## config.mk

```make
export PLATFORM = sky130hd
export DESIGN_NAME = vc_input_buffer_flat
export DESIGN_NICKNAME = d
export VERILOG_FILES = /design/src/rtl/noc_params.sv /design/src/rtl/vc_input_buffer_if.sv /design/src/rtl/circular_buffer.sv /design/src/rtl/vc_input_buffer.sv /design/src/flat_wrapper.sv
export SDC_FILE = /design/constraint.sdc
export NUM_CORES = 1
export LEC_CHECK = 0
export CAP_MARGIN = 5
export CORE_MARGIN = 3
export CORE_UTILIZATION = 35
export DETAILED_ROUTE_END_ITERATION = 10
export PLACE_DENSITY = 0.53
export SYNTH_ARGS = -nofsm -noshare
export SYNTH_HDL_FRONTEND = slang
export SYNTH_SLANG_ARGS = --single-unit
```

## constraint.sdc

```tcl
create_clock -name clk -period 7.54 [get_ports clk]
set_input_delay 1.131 -clock clk [delete_from_list [all_inputs] [get_ports clk]]
set_output_delay 1.131 -clock clk [all_outputs]
set_load 0.005 [all_outputs]
```

## src/rtl/noc_params.sv

```systemverilog
// Shared NoC types and constants for the virtual-channel input buffer.
// Flit layout, flit labels, per-VC FSM states and small label helpers.
package noc_params;

   localparam int unsigned VC_NUM      = 2;
   // Keep at least one bit so a single-VC build still has a legal vc field.
   localparam int unsigned VC_SIZE     = (VC_NUM > 1) ? $clog2(VC_NUM) : 1;
   localparam int unsigned FLIT_DATA_W = 16;

   typedef enum logic [1:0] {HEAD, BODY, TAIL, HEADTAIL} flit_label_t;

   typedef struct packed {
      flit_label_t            flit_label;
      logic [FLIT_DATA_W-1:0] payload;
   } flit_t;

   typedef enum logic [1:0] {IDLE, VA, ACTIVE} vc_state_t;

   function automatic logic is_head(flit_label_t label);
      return (label == HEAD) || (label == HEADTAIL);
   endfunction

   function automatic logic is_tail(flit_label_t label);
      return (label == TAIL) || (label == HEADTAIL);
   endfunction

endpackage

```

## src/rtl/vc_input_buffer_if.sv

```systemverilog
// Link-side and allocator-side signals of the VC input buffer, seen from the buffer.
// Optional occupancy_o exists only when VC_INPUT_BUFFER_OCCUPANCY_EN is defined.
interface vc_input_buffer_if #(
   parameter int unsigned BUFFER_SIZE = 8
) ();
   import noc_params::*;

   localparam int unsigned OCC_W = $clog2(BUFFER_SIZE + 1);

   flit_t               data_i;
   logic                valid_i;
   logic [VC_SIZE-1:0]  vc_i;
   logic                read_i;
   logic [VC_SIZE-1:0]  read_vc_i;
   logic [VC_NUM-1:0]   va_grant_i;
   flit_t               data_o;
   logic [VC_NUM-1:0]   is_full_o;
   logic [VC_NUM-1:0]   is_empty_o;
   logic [VC_NUM-1:0]   va_req_o;
   logic [VC_NUM-1:0]   sa_req_o;
   logic                overflow_o;
`ifdef VC_INPUT_BUFFER_OCCUPANCY_EN
   logic [VC_NUM-1:0][OCC_W-1:0] occupancy_o;
`endif

   modport slave (
      input  data_i,
      input  valid_i,
      input  vc_i,
      input  read_i,
      input  read_vc_i,
      input  va_grant_i,
      output data_o,
      output is_full_o,
      output is_empty_o,
      output va_req_o,
      output sa_req_o,
      output overflow_o
`ifdef VC_INPUT_BUFFER_OCCUPANCY_EN
      ,
      output occupancy_o
`endif
   );

   modport master (
      output data_i,
      output valid_i,
      output vc_i,
      output read_i,
      output read_vc_i,
      output va_grant_i,
      input  data_o,
      input  is_full_o,
      input  is_empty_o,
      input  va_req_o,
      input  sa_req_o,
      input  overflow_o
`ifdef VC_INPUT_BUFFER_OCCUPANCY_EN
      ,
      input  occupancy_o
`endif
   );

endinterface

```

## src/rtl/circular_buffer.sv

```systemverilog
// Single-VC flit FIFO with wrap-bit pointers; front flit reads as zero when empty.
// VC_INPUT_BUFFER_OCCUPANCY_EN adds a registered flit counter output.
module circular_buffer
   import noc_params::*;
#(
   parameter int unsigned BUFFER_SIZE = 8
) (
   input  logic  clk,
   input  logic  rst,
   input  flit_t data_i,
   input  logic  write_i,
   input  logic  read_i,
   output flit_t data_o,
   output logic  is_full_o,
   output logic  is_empty_o
`ifdef VC_INPUT_BUFFER_OCCUPANCY_EN
   ,
   output logic [$clog2(BUFFER_SIZE+1)-1:0] occupancy_o
`endif
);

   localparam int unsigned PTR_W = $clog2(BUFFER_SIZE);
   localparam logic [PTR_W:0] PtrOne = {{PTR_W{1'b0}}, 1'b1};

   logic [PTR_W:0] rd_ptr_q, rd_ptr_d;
   logic [PTR_W:0] wr_ptr_q, wr_ptr_d;
   flit_t          mem_q [BUFFER_SIZE];
   logic           do_read, do_write;

   assign is_empty_o = (rd_ptr_q == wr_ptr_q);
   assign is_full_o  = (rd_ptr_q[PTR_W] != wr_ptr_q[PTR_W]) &&
                       (rd_ptr_q[PTR_W-1:0] == wr_ptr_q[PTR_W-1:0]);

   // A full FIFO may still accept a write when the front slot is freed in the same cycle.
   assign do_read  = read_i && !is_empty_o;
   assign do_write = write_i && (!is_full_o || do_read);

   assign data_o = is_empty_o ? '0 : mem_q[rd_ptr_q[PTR_W-1:0]];

   always_comb begin
      rd_ptr_d = rd_ptr_q;
      wr_ptr_d = wr_ptr_q;
      if (do_read)  rd_ptr_d = rd_ptr_q + PtrOne;
      if (do_write) wr_ptr_d = wr_ptr_q + PtrOne;
   end

   always_ff @(posedge clk or posedge rst) begin
      if (rst) begin
         rd_ptr_q <= '0;
         wr_ptr_q <= '0;
      end else begin
         rd_ptr_q <= rd_ptr_d;
         wr_ptr_q <= wr_ptr_d;
      end
   end

   always_ff @(posedge clk) begin
      if (do_write) mem_q[wr_ptr_q[PTR_W-1:0]] <= data_i;
   end

`ifdef VC_INPUT_BUFFER_OCCUPANCY_EN
   localparam int unsigned OCC_W = $clog2(BUFFER_SIZE + 1);
   logic [OCC_W-1:0] occ_q, occ_d;

   always_comb begin
      occ_d = occ_q;
      if (do_write && !do_read)      occ_d = occ_q + OCC_W'(1);
      else if (do_read && !do_write) occ_d = occ_q - OCC_W'(1);
   end

   always_ff @(posedge clk or posedge rst) begin
      if (rst) occ_q <= '0;
      else     occ_q <= occ_d;
   end

   assign occupancy_o = occ_q;
`endif

endmodule

```

## src/rtl/vc_input_buffer.sv

```systemverilog
// Router input port: per-VC flit FIFO plus IDLE/VA/ACTIVE control FSM, write demux and read mux.
// Define VC_INPUT_BUFFER_OCCUPANCY_EN to expose per-VC occupancy counters.
module vc_input_buffer
   import noc_params::*;
#(
   parameter int unsigned BUFFER_SIZE = 8
) (
   input logic               clk,
   input logic               rst,
   vc_input_buffer_if.slave  bus
);

   localparam int unsigned OCC_W = $clog2(BUFFER_SIZE + 1);

   flit_t             front [VC_NUM];
   logic [VC_NUM-1:0] full, empty, push, pop, drop, va_req, sa_req;
   logic              overflow_q, overflow_d;
   flit_t             data_mux;
`ifdef VC_INPUT_BUFFER_OCCUPANCY_EN
   logic [VC_NUM-1:0][OCC_W-1:0] occ;
`endif

   for (genvar v = 0; v < VC_NUM; v++) begin : g_vc
      vc_state_t state_q, state_d;
      logic      va_req_l, sa_req_l;
      logic      sel_wr;

      assign sel_wr  = bus.valid_i && (bus.vc_i == VC_SIZE'(v));
      assign pop[v]  = bus.read_i && (bus.read_vc_i == VC_SIZE'(v)) &&
                       (state_q == ACTIVE) && !empty[v];
      assign push[v] = sel_wr && (!full[v] || pop[v]);
      assign drop[v] = sel_wr && full[v] && !pop[v];

      circular_buffer #(
         .BUFFER_SIZE (BUFFER_SIZE)
      ) u_buf (
         .clk         (clk),
         .rst         (rst),
         .data_i      (bus.data_i),
         .write_i     (push[v]),
         .read_i      (pop[v]),
         .data_o      (front[v]),
         .is_full_o   (full[v]),
         .is_empty_o  (empty[v])
`ifdef VC_INPUT_BUFFER_OCCUPANCY_EN
         ,
         .occupancy_o (occ[v])
`endif
      );

      always_ff @(posedge clk or posedge rst) begin
         if (rst) state_q <= IDLE;
         else     state_q <= state_d;
      end

      // A body/tail flit at the front of an idle VC is a protocol error: it stays put.
      always_comb begin
         state_d = state_q;
         unique case (state_q)
            IDLE:    if (!empty[v] && is_head(front[v].flit_label)) state_d = VA;
            VA:      if (bus.va_grant_i[v]) state_d = ACTIVE;
            ACTIVE:  if (pop[v] && is_tail(front[v].flit_label)) state_d = IDLE;
            default: state_d = IDLE;
         endcase
      end

      always_comb begin
         va_req_l = 1'b0;
         sa_req_l = 1'b0;
         unique case (state_q)
            VA:      va_req_l = 1'b1;
            ACTIVE:  sa_req_l = !empty[v];
            default: ;
         endcase
      end

      assign va_req[v] = va_req_l;
      assign sa_req[v] = sa_req_l;
   end

   always_comb begin
      data_mux = '0;
      for (int unsigned v = 0; v < VC_NUM; v++) begin
         if (bus.read_vc_i == VC_SIZE'(v)) data_mux = front[v];
      end
   end

   assign overflow_d = overflow_q | (|drop);

   always_ff @(posedge clk or posedge rst) begin
      if (rst) overflow_q <= 1'b0;
      else     overflow_q <= overflow_d;
   end

   assign bus.data_o     = data_mux;
   assign bus.is_full_o  = full;
   assign bus.is_empty_o = empty;
   assign bus.va_req_o   = va_req;
   assign bus.sa_req_o   = sa_req;
   assign bus.overflow_o = overflow_q;
`ifdef VC_INPUT_BUFFER_OCCUPANCY_EN
   assign bus.occupancy_o = occ;
`endif

endmodule
```

## src/flat_wrapper.sv

```systemverilog
// flat-port wrapper written by rule: the top's interface ports become plain ports
module vc_input_buffer_flat import noc_params::*;
#(
   parameter int unsigned BUFFER_SIZE = 8
)
  (clk, rst, bus_data_i, bus_valid_i, bus_vc_i, bus_read_i, bus_read_vc_i, bus_va_grant_i, bus_data_o, bus_is_full_o, bus_is_empty_o, bus_va_req_o, bus_sa_req_o, bus_overflow_o);
  vc_input_buffer_if #(.BUFFER_SIZE(BUFFER_SIZE)) bus_i ();
  input logic clk;
  input logic rst;
  input wire logic [$bits(bus_i.data_i)-1:0] bus_data_i;
  input wire logic [$bits(bus_i.valid_i)-1:0] bus_valid_i;
  input wire logic [$bits(bus_i.vc_i)-1:0] bus_vc_i;
  input wire logic [$bits(bus_i.read_i)-1:0] bus_read_i;
  input wire logic [$bits(bus_i.read_vc_i)-1:0] bus_read_vc_i;
  input wire logic [$bits(bus_i.va_grant_i)-1:0] bus_va_grant_i;
  output wire logic [$bits(bus_i.data_o)-1:0] bus_data_o;
  output wire logic [$bits(bus_i.is_full_o)-1:0] bus_is_full_o;
  output wire logic [$bits(bus_i.is_empty_o)-1:0] bus_is_empty_o;
  output wire logic [$bits(bus_i.va_req_o)-1:0] bus_va_req_o;
  output wire logic [$bits(bus_i.sa_req_o)-1:0] bus_sa_req_o;
  output wire logic [$bits(bus_i.overflow_o)-1:0] bus_overflow_o;
  assign bus_i.data_i = bus_data_i;
  assign bus_i.valid_i = bus_valid_i;
  assign bus_i.vc_i = bus_vc_i;
  assign bus_i.read_i = bus_read_i;
  assign bus_i.read_vc_i = bus_read_vc_i;
  assign bus_i.va_grant_i = bus_va_grant_i;
  assign bus_data_o = bus_i.data_o;
  assign bus_is_full_o = bus_i.is_full_o;
  assign bus_is_empty_o = bus_i.is_empty_o;
  assign bus_va_req_o = bus_i.va_req_o;
  assign bus_sa_req_o = bus_i.sa_req_o;
  assign bus_overflow_o = bus_i.overflow_o;
  vc_input_buffer #(.BUFFER_SIZE(BUFFER_SIZE)) u_core (.clk(clk), .rst(rst), .bus(bus_i));
endmodule
```

==> results of run 1 <==
## area by class of cell
class,instances,share of cell area
repair buffers,72,0.04681
flip-flops and latches,309,0.6407
inverters,5,0.001310
multi-input cells,232,0.2079
well taps,455,0.03974
diodes,1,0.0001747
clock inverters,12,0.008122
clock buffers,41,0.05528
## metrics by stage
step | instance area [um2] | hold WS, ns | setup slack (ns) | cells
after floorplan | 12350 | 0.4361 | 3.495 | 587
after global placement | 13420 | 0.4656 | 3.164 | 1073
after detailed placement | 13420 | 0.4687 | 3.142 | 1073
after CTS | 14320 | 0.4820 | 2.564 | 1126
after global routing | 14320 | 0.4878 | 2.444 | 1126
final | 14330 | 0.4796 | 2.664 | 1127
## state kept, by name (all words and copies together), names as in the netlist
name,count
u_core.g_vc.u_buf.rd_ptr_q,8
u_core.g_vc.state_q,4
u_core.bus.overflow_o,1
u_core.g_vc.u_buf.mem_q,288
u_core.g_vc.u_buf.wr_ptr_q,8
## how the worst max path moves through the flow
stage | to | cells after the start
after detailed placement | bus_data_o[0] | 5
after global placement | bus_data_o[0] | 4
after CTS | bus_data_o[0] | 5
final | bus_data_o[0] | 5
after global routing | bus_data_o[0] | 5
after floorplan | u_core.g_vc[0].u_buf.mem_q[4][0] | 3
## worst max-delay path, cell delays in order (launching register included)
cell and delay (ns):
sky130_fd_sc_hd__dfrtp_2 1.04, sky130_fd_sc_hd__xnor2_1 0.22, sky130_fd_sc_hd__and4b_1 0.42, sky130_fd_sc_hd__nand2b_1 0.75, sky130_fd_sc_hd__o22ai_1 0.25, sky130_fd_sc_hd__clkdlybuf4s50_1 0.52
## cell families (layout without fill, tap and decap cells)
family / count (synthesis) / count (layout) / share of synthesized area
compound gates: 30 / 30 / 0.01743
xor+xnor: 20 / 20 / 0.01418
fa+ha+maj: 8 / 8 / 0.008106
buf+inv: 46 / 130 / 0.02320
flops: 309 / 309 / 0.7429
mux: 112 / 112 / 0.1641
other cells: 0 / 1 / 0
simple gates: 62 / 62 / 0.03009
## placed cells by master (no fill, tap or decap), types with 11 or more instances in the layout
cell and instances:
sky130_fd_sc_hd__dfrtp_1 17, sky130_fd_sc_hd__buf_4 20, sky130_fd_sc_hd__edfxtp_1 288, sky130_fd_sc_hd__xnor2_1 11, sky130_fd_sc_hd__mux4_2 72, sky130_fd_sc_hd__clkbuf_16 30
sky130_fd_sc_hd__mux2i_1 36, sky130_fd_sc_hd__clkbuf_1 11, sky130_fd_sc_hd__o22ai_1 15, sky130_fd_sc_hd__clkdlybuf4s50_1 52
## per-layer routing
layer | share of wire | track usage
met4 | 0.019 | 0.02926
met3 | 0.053 | 0.02589
met1 | 0.45 | 0.1945
met5 | 0 | 0
met2 | 0.48 | 0.2249
## Yosys cell counts, drive strengths merged, types with 2 or more instances
| master | n |
|---|---|
| edfxtp | 288 |
| mux4 | 72 |
| buf | 38 |
| mux2i | 36 |
| dfrtp | 21 |
| o22ai | 18 |
| nor2 | 11 |
| xnor2 | 11 |
| nor3 | 10 |
| xor2 | 9 |
| ha | 8 |
| nand2b | 8 |
| inv | 5 |
| nand2 | 5 |
| a21oi | 4 |
| mux2 | 4 |
| nand4 | 4 |
| and4b | 3 |
| clkbuf | 3 |
| nor2b | 3 |
| nor4b | 3 |
| o211ai | 3 |
| or2 | 3 |
| or3b | 3 |
| nand3 | 2 |
| nor4 | 2 |
| o21ai | 2 |
| o2bb2ai | 2 |
## report_power, final
group / switching, mW / internal (mW)
clock: 0.597 / 0.798
combinational: 0.699 / 0.746
sequential: 0.172 / 2.05
total: 1.47 / 3.60
==> results.toml, run 1 <==
[clocking]
clk_pin_slew_ns = 0.06
cts_hold_repair.buffers = 0
cts-root-buf = "sky130_fd_sc_hd__clkbuf_16"
cts_resized = 0
clk_path_buf_depth = 3
cts_tree = "yes"
postCtsSetupBuffers = 0
h-tree-depth = 1
cts_inserted_buffers = 30
cts.sinks = 309
clock_latency_ns = 0.56

[hold_path]
hold_wc_startpoint = "u_core.bus.overflow_o"
hold_depth = 1
hold_path_end = "u_core.bus.overflow_o"
worstHoldPathType = "reg2reg"

[global_routing]
global_route_wire_length_before_repair_mm = 39.10
antenna_violations_before_repair = 1
vias_in_the_first_global_route = 6157
total_routing_resource_utilization_after_global_routing = 0.1375
global_route.overflow_total = 0
largest_net_degree_at_the_start_of_global_routing = 41

[timing]
rsz0062_at_grt = "no"
layout_worst_path_cycle_share = 0.6467
hold_viol = 0
slew_viol_final = 0
skew_ns = 0.02589
max_freq_mhz = 205.1
finalSetupViolations = 0
worstMarginPinSlew_ns = 1.060
worst_slew_margin_rel = 0.2932
aggregate_negative_setup_slack_ns = 0
period_needed_ns = 4.876

[detailed_routing]
detail_route.first_pass.iterations = 5
drt-initial-drc-count = 468
final_wirelength_mm = 26.25
antenna_left = 0
vias_per_cell = 5.149
detail_route.wl_per_cell_um = 23.29
via_count = 5803
dr_drc_count = 0

[synthesis]
synthArstFlopShare = 0.06796
synth.cell_area_um2 = 12350
yosysTopAreaCell = "sky130_fd_sc_hd__edfxtp_1"
synth-edff-count = 288
synthesis.nets = 621
netlist_instances = 587
mean_instance_size_in_the_synthesized_netlist_um2 = 21.04
post-synth-top-area-fraction = 0.7003
top_cells_by_area_in_the_synthesized_netlist = "sky130_fd_sc_hd__edfxtp_1 70%, sky130_fd_sc_hd__mux4_2 13%, sky130_fd_sc_hd__dfrtp_1 4.3%, sky130_fd_sc_hd__mux2i_1 2.9%, sky130_fd_sc_hd__buf_4 1.2%"
post_synth_num_cell_types = 41
synthesis.yosys.warnings = 0
synth-seq-area-share = 0.7429
dominantRegCellSynth = "sky130_fd_sc_hd__edfxtp_1"
yosys_register_bits = 309

[place]
hpwl_mm = 15.40
routabilityCongestion = 0.7425
place.port_buffers = 52

[critical_path]
critPathRequiredTime_ns = 6.41
critPathArrivalTime_ns = 3.74
setup.reg_to_reg.worst_slack_ns = 4.48
r2r_cell_count = 7
startpoint_type = "flop"
worst_setup_path_startpoint = "u_core.g_vc[1].u_buf.rd_ptr_q[2]"
worst_r2r_endpoint = "u_core.g_vc[0].state_q[0]"
cp_capture_type = "output pin"
critical_path_peak_fanout = 39
regToRegStartpoint = "u_core.g_vc[0].u_buf.rd_ptr_q[0]"
category_of_the_critical_setup_timing_path = "reg2out"

[floorplan]
die_w_um = 193.8
floorplan.io_pins = 53
initial_utilization = 0.3566
floorplan.core_area_um2 = 34630
die-area_um2 = 37570
std_cell_rows = 68
chipHeight_um = 193.8

[cells_and_area]
areaGrowthSynthToFinish_pct = 16.01
utilization = 0.4137
seq_area_um2 = 9179
fill_cells = 3047
multi_input_area_um2 = 2978
nets = 684
layout-drive-gt1-share = 0.2399

[power]
power_density_nw_per_um2 = 353.7
p_leak_nw = 4.561
vdd_drop_max_mv = 0.1935
post-layout-total-power_mw = 5.067

[flow_run]
cap_violations = 0

[run_status]
result_of_the_run = "completed"
(Power assumes the default switching activity.)
==> inputs of run 2 (changes only) <==
==> constraint.sdc (replaced) <==
create_clock -name clk -period 4.88 [get_ports clk]
set_input_delay 0.732 -clock clk [delete_from_list [all_inputs] [get_ports clk]]
set_output_delay 0.732 -clock clk [all_outputs]
set_load 0.005 [all_outputs]
==> run 2 against run 1 <==
  * Die area did not move
  * Worst hold slack got worse by 0.00098 ns
  * Combinational power rose by 58%
  * Wire length rose by 3.1%
  * Clock-buffer cell count did not move
  * Setup slack got worse by 2.1 ns
  * Cell count rose by 0.18%
  * Cell area rose by 0.49%
  * Critical path type unchanged
  * Largest power group unchanged
==> results.toml, run 2 (synthesized netlist as in run 1, its figures left out) <==
[global_routing]
vias_in_the_first_global_route = 6311
largest_net_degree_at_the_start_of_global_routing = 40
antenna_violations_before_repair = 0
global_route.overflow_total = 0
global_route_wire_length_before_repair_mm = 40.68
total_routing_resource_utilization_after_global_routing = 0.1441

[clocking]
cts_hold_repair.buffers = 0
clk_path_buf_depth = 3
cts.sinks = 309
h-tree-depth = 1
clock_latency_ns = 0.57
cts_tree = "yes"
clk_pin_slew_ns = 0.06
postCtsSetupBuffers = 0
cts_inserted_buffers = 31
cts_resized = 0
cts-root-buf = "sky130_fd_sc_hd__clkbuf_16"

[power]
post-layout-total-power_mw = 7.918
intPower_mw = 5.654
netSwitchingPower_mw = 2.264
power_density_nw_per_um2 = 550.0
power.share.switching = 0.2860
power.share.sequential = 0.426
clock_power_share = 0.285
comb_power_share = 0.289
vdd_drop_max_mv = 0.2983
p_leak_nw = 4.603

[place]
routabilityCongestion = 0.7353
place_inst = 1075
place.port_buffers = 52
hpwl_mm = 15.93

[cells_and_area]
areaGrowthSynthToFinish_pct = 16.58
fin_cells = 1129
fill_cells = 3037
number_of_flip_flops_in_the_largest_register = 288
nets = 687
most-common-layout-cells = "288 x sky130_fd_sc_hd__edfxtp_1, 72 x sky130_fd_sc_hd__mux4_2, 52 x sky130_fd_sc_hd__clkdlybuf4s50_1"
final_common_cell = "sky130_fd_sc_hd__edfxtp_1"
layout-drive-gt1-share = 0.2448
antenna-diode-count = 0
utilization = 0.4157

[floorplan]
die-area_um2 = 37570
floorplan.io_pins = 53
initial_utilization = 0.3566
chipHeight_um = 193.8
floorplan.core_area_um2 = 34630
die_w_um = 193.8
std_cell_rows = 68

[critical_path]
setup.reg_to_reg.worst_slack_ns = 1.79
cp_capture_type = "output pin"
critPathArrivalTime_ns = 3.57
critPathRequiredTime_ns = 4.15
category_of_the_critical_setup_timing_path = "reg2out"
critical_path_peak_fanout = 18
startpoint_type = "flop"

[timing]
hold_viol = 0
worst_slew_margin_rel = 0.2710
finalSetupViolations = 0
layout_worst_path_cycle_share = 0.8824
worstMarginPinSlew_ns = 1.093
skew_ns = 0.02077
max_freq_mhz = 232.2
rsz0062_at_grt = "no"
slew_viol_final = 0
finalHoldWorstSlack_ns = 0.4786
aggregate_negative_setup_slack_ns = 0
period_needed_ns = 4.306

[detailed_routing]
antenna_left = 0
dr_drc_count = 0
vias_per_cell = 5.167
drt-initial-drc-count = 359
final_wirelength_mm = 27.06
detail_route.first_pass.iterations = 4
via_count = 5834
detail_route.wl_per_cell_um = 23.97

[flow_run]
cap_violations = 0

[hold_path]
worstHoldPathType = "reg2reg"

[run_status]
result_of_the_run = "completed"
-- run 2: changes by cell type in the layout (fill, tap and decap cells not counted), sizes merged --
cell      change
clkinvlp      -1
diode         -1
inv           +1
buf           +2
bufinv        +1
-- run 2: power by group through the flow --
stage          Combinational (mW)  Sequential (mW)  Clock (mW)
5_1_grt                      2.49             3.42        2.43
3_5_place_dp                 2.34             3.43           0
4_1_cts                      2.35             3.38        2.32
6_report                     2.29             3.38        2.26
2_1_floorplan                1.67             3.30           0
3_3_place_gp                 2.32             3.41           0
-- run 2: cell type report --
| type | instances | area, um2 | area share |
|---|---|---|---|
| Clock buffer | 41 | 813.3 | 0.05649 |
| Multi-Input combinational cell | 232 | 2983 | 0.2072 |
| Inverter | 5 | 18.77 | 0.001304 |
| Sequential cell | 309 | 9179 | 0.6376 |
| Tap cell | 455 | 569.3 | 0.03954 |
| Timing Repair Buffer | 74 | 685.7 | 0.04763 |
| Clock inverter | 13 | 147.6 | 0.01026 |
-- run 2: worst max-delay path, stage by stage (launching register included) --
cell	delay [ns]
sky130_fd_sc_hd__dfrtp_1	0.49
sky130_fd_sc_hd__xnor2_1	0.26
sky130_fd_sc_hd__and4b_1	0.44
sky130_fd_sc_hd__nand2b_1	0.88
sky130_fd_sc_hd__o22ai_1	0.38
sky130_fd_sc_hd__clkdlybuf4s50_1	0.55
-- run 2: path summary, 6_finish.rpt --
kind,startpoint,end,cells past startpoint
worst max-delay path,u_core.g_vc[1].u_buf.wr_ptr_q[2],bus_data_o[2],5
worst min-delay path,u_core.bus.overflow_o,u_core.bus.overflow_o,1
worst max register to register,u_core.g_vc[0].u_buf.rd_ptr_q[0],u_core.g_vc[0].state_q[0],7
worst min register to register,u_core.bus.overflow_o,u_core.bus.overflow_o,1
max in group asynchronous,rst,u_core.g_vc[1].u_buf.rd_ptr_q[0],2
min in group asynchronous,rst,u_core.g_vc[0].u_buf.wr_ptr_q[3],2
-- run 2: metrics by stage --
| step | instance area [um2] | setup slack (ns) |
|---|---|---|
| after CTS | 14400 | 0.5145 |
| after detailed placement | 13440 | 1.076 |
| final | 14400 | 0.5739 |
| after floorplan | 12350 | 1.234 |
| after global placement | 13440 | 1.120 |
| after global routing | 14400 | 0.4009 |
-- run 2: layer usage --
metal | share of wire | routed length (um) | vias to the layer above | track usage
met5 | 0 | 0 | - | 0
met1 | 0.47 | 12590 | 3131 | 0.2040
met3 | 0.035 | 945 | 38 | 0.02328
met2 | 0.48 | 13080 | 121 | 0.2391
met4 | 0.016 | 445 | 0 | 0.02926
li1 | - | - | 2544 | -
==> inputs of run 3 (changes only) <==
--- a/config.mk
+++ b/config.mk
@@ -5,11 +5,11 @@
 export SDC_FILE = /design/constraint.sdc
 export NUM_CORES = 1
 export LEC_CHECK = 0
-export CAP_MARGIN = 5
 export CORE_MARGIN = 3
 export CORE_UTILIZATION = 35
 export DETAILED_ROUTE_END_ITERATION = 10
 export PLACE_DENSITY = 0.53
+export REMOVE_ABC_BUFFERS = 1
 export SYNTH_ARGS = -nofsm -noshare
 export SYNTH_HDL_FRONTEND = slang
 export SYNTH_SLANG_ARGS = --single-unit
==> constraint.sdc (replaced) <==
create_clock -name clk -period 4 [get_ports clk]
set_input_delay 0.6 -clock clk [delete_from_list [all_inputs] [get_ports clk]]
set_output_delay 0.6 -clock clk [all_outputs]
set_load 0.005 [all_outputs]
==> run 3 against run 2 <==
  * Via count is essentially flat
  * Setup slack worse by 0.23 ns
  * Sequential share of layout area down 1.1 points
  * Critical path depth did not move
  * Combinational power is 25% higher
  * First-iteration DRC count up 12%
  * Global-route usage is essentially flat
  * Cell count rose by 1.4%
  * Cell area increased by 1.8%
  * Largest cell class unchanged
  * Largest power group unchanged
==> results.toml, run 3 (synthesized netlist as in run 1, its figures left out) <==
[detailed_routing]
antenna_left = 0
vias_per_cell = 5.100
dr_drc_count = 0
drt-initial-drc-count = 403
detail_route.first_pass.iterations = 4
via_count = 5839
final_wirelength_mm = 27.02
detail_route.wl_per_cell_um = 23.59

[critical_path]
critical_path_peak_fanout = 38
critical-path-max-stage-delay_ns = 0.64
critPathArrivalTime_ns = 3.06
critical_path.cell_chain = "buf_4 > mux4_2 > mux2i_1 > o22ai_1 > clkdlybuf4s50_1"
critPathRequiredTime_ns = 3.40
category_of_the_critical_setup_timing_path = "reg2out"
cp_capture_type = "output pin"
startpoint_type = "flop"
cpMaxStageDelayCell = "sky130_fd_sc_hd__buf_4"

[place]
post_dp_cell_area_um2 = 13500
routabilityCongestion = 0.7626
place.port_buffers = 52
hpwl_mm = 15.55
dp_worst_setup_slack_ns = 0.5784

[clocking]
postCtsSetupBuffers = 0
h-tree-depth = 2
clk_path_buf_depth = 3
cts.sinks = 309
cts_resized = 0
cts_inserted_buffers = 34
cts_tree = "yes"
clock_latency_ns = 0.51
clk_pin_slew_ns = 0.06
cts-root-buf = "sky130_fd_sc_hd__clkbuf_16"
cts_hold_repair.buffers = 0

[floorplan]
die-area_um2 = 37570
std_cell_rows = 68
floorplan.core_area_um2 = 34630
floorplan.io_pins = 53
die_w_um = 193.8
initial_utilization = 0.3566
chipHeight_um = 193.8

[flow_run]
cap_violations = 0

[timing]
worst_slew_margin_rel = 0.4455
worst_slack_ns = 0.3401
hold_viol = 0
skew_ns = 0.01356
period_needed_ns = 3.660
rsz0062_at_grt = "no"
finalSetupViolations = 0
worstMarginPinSlew_ns = 0.8309
slew_viol_final = 0
layout_worst_path_cycle_share = 0.9150
max_freq_mhz = 273.2

[cells_and_area]
final_common_cell = "sky130_fd_sc_hd__edfxtp_1"
final_area_um2 = 14650
areaGrowthSynthToFinish_pct = 18.64
nets = 698
fill_cells = 2988
most-common-layout-cells = "288 x sky130_fd_sc_hd__edfxtp_1, 72 x sky130_fd_sc_hd__mux4_2, 52 x sky130_fd_sc_hd__clkdlybuf4s50_1"
antenna-diode-count = 0
number_of_flip_flops_in_the_largest_register = 288
layout-drive-gt1-share = 0.2725

[global_routing]
vias_in_the_first_global_route = 6266
antenna_violations_before_repair = 0
largest_net_degree_at_the_start_of_global_routing = 40
total_routing_resource_utilization_after_global_routing = 0.1440
global_route_wire_length_before_repair_mm = 40.49
global_route.overflow_total = 0

[power]
power_density_nw_per_um2 = 690.7
p_leak_nw = 4.754
vdd_drop_max_mv = 0.4396

[run_status]
result_of_the_run = "completed"

[hold_path]
worstHoldPathType = "reg2reg"
## run 3: cell types whose count changed in the layout (fill, tap and decap cells not counted)
cell                        previous run  this run
sky130_fd_sc_hd__clkinv_8              0         1
sky130_fd_sc_hd__nor2_2                1         2
sky130_fd_sc_hd__buf_12                0         1
sky130_fd_sc_hd__clkbuf_1             10         3
sky130_fd_sc_hd__clkinv_2              3        10
sky130_fd_sc_hd__nor2_4                1         0
sky130_fd_sc_hd__inv_6                 0         2
sky130_fd_sc_hd__bufinv_16             3         6
sky130_fd_sc_hd__buf_4                22        29
sky130_fd_sc_hd__inv_16                1         0
sky130_fd_sc_hd__clkbuf_16            31        34
## run 3: per-stage QoR
step           utilization  cells  power, mW  setup TNS (ns)  hold WS, ns
4_1_cts             0.4231   1145      10.29               0       0.4804
5_1_grt             0.4231   1145      10.65               0       0.5052
2_1_floorplan            -    546      5.883          -49.70       0.4361
3_5_place_dp        0.3899   1083      7.081               0       0.4739
3_3_place_gp        0.3899   1083      7.021               0       0.4565
6_report            0.4231   1145      10.12               0       0.4813
## run 3: final cells by class
| cell class | instances | area (um2) | area share |
|---|---|---|---|
| multi-input combinational | 232 | 2978 | 0.2032 |
| inverter | 5 | 18.77 | 0.001281 |
| tap | 455 | 569.3 | 0.03886 |
| clock inverter | 25 | 286.5 | 0.01956 |
| timing repair buffer | 82 | 758.2 | 0.05175 |
| clock buffer | 37 | 862.1 | 0.05884 |
| sequential | 309 | 9179 | 0.6265 |
## run 3: path summary, 6_finish.rpt
| check | start | slack [ns] | to | cells after the start |
|---|---|---|---|---|
| max | u_core.g_vc[1].u_buf.rd_ptr_q[0] | 0.34 | bus_data_o[17] | 5 |
| min | u_core.g_vc[0].state_q[1] | 0.48 | u_core.g_vc[0].state_q[0] | 1 |
| max reg2reg | u_core.g_vc[1].u_buf.rd_ptr_q[0] | 1.12 | u_core.g_vc[1].state_q[0] | 7 |
| min reg2reg | u_core.g_vc[0].state_q[1] | 0.48 | u_core.g_vc[0].state_q[0] | 1 |
| max in group asynchronous | rst | 2.86 | u_core.g_vc[1].u_buf.rd_ptr_q[0] | 2 |
| min in group asynchronous | rst | 0.57 | u_core.g_vc[0].state_q[1] | 2 |
## run 3: per-layer routing
layer | track usage | vias up | wire [um] | share of wire
met5 | 0 | - | 0 | 0
met4 | 0.03484 | 0 | 443 | 0.016
met3 | 0.02276 | 31 | 1170 | 0.043
met2 | 0.2291 | 116 | 12770 | 0.47
met1 | 0.2105 | 3123 | 12630 | 0.47
li1 | - | 2569 | - | -
## run 3: worst max-delay path: cells and delay by family, from the launching register on
kind,cells,cell delay (ns)
AO/OA/AOI/OAI,1,0.15
buffers and inverters,2,1.13
flip-flops,1,0.37
multiplexers,2,0.91
## run 3: power breakdown
group | total [mW] | switching (mW) | internal [mW] | leakage (nW)
Sequential | 4.08 | 0.205 | 3.87 | 2.85
Clock | 3.17 | 1.22 | 1.95 | 0.572
Combinational | 2.87 | 1.42 | 1.45 | 1.33
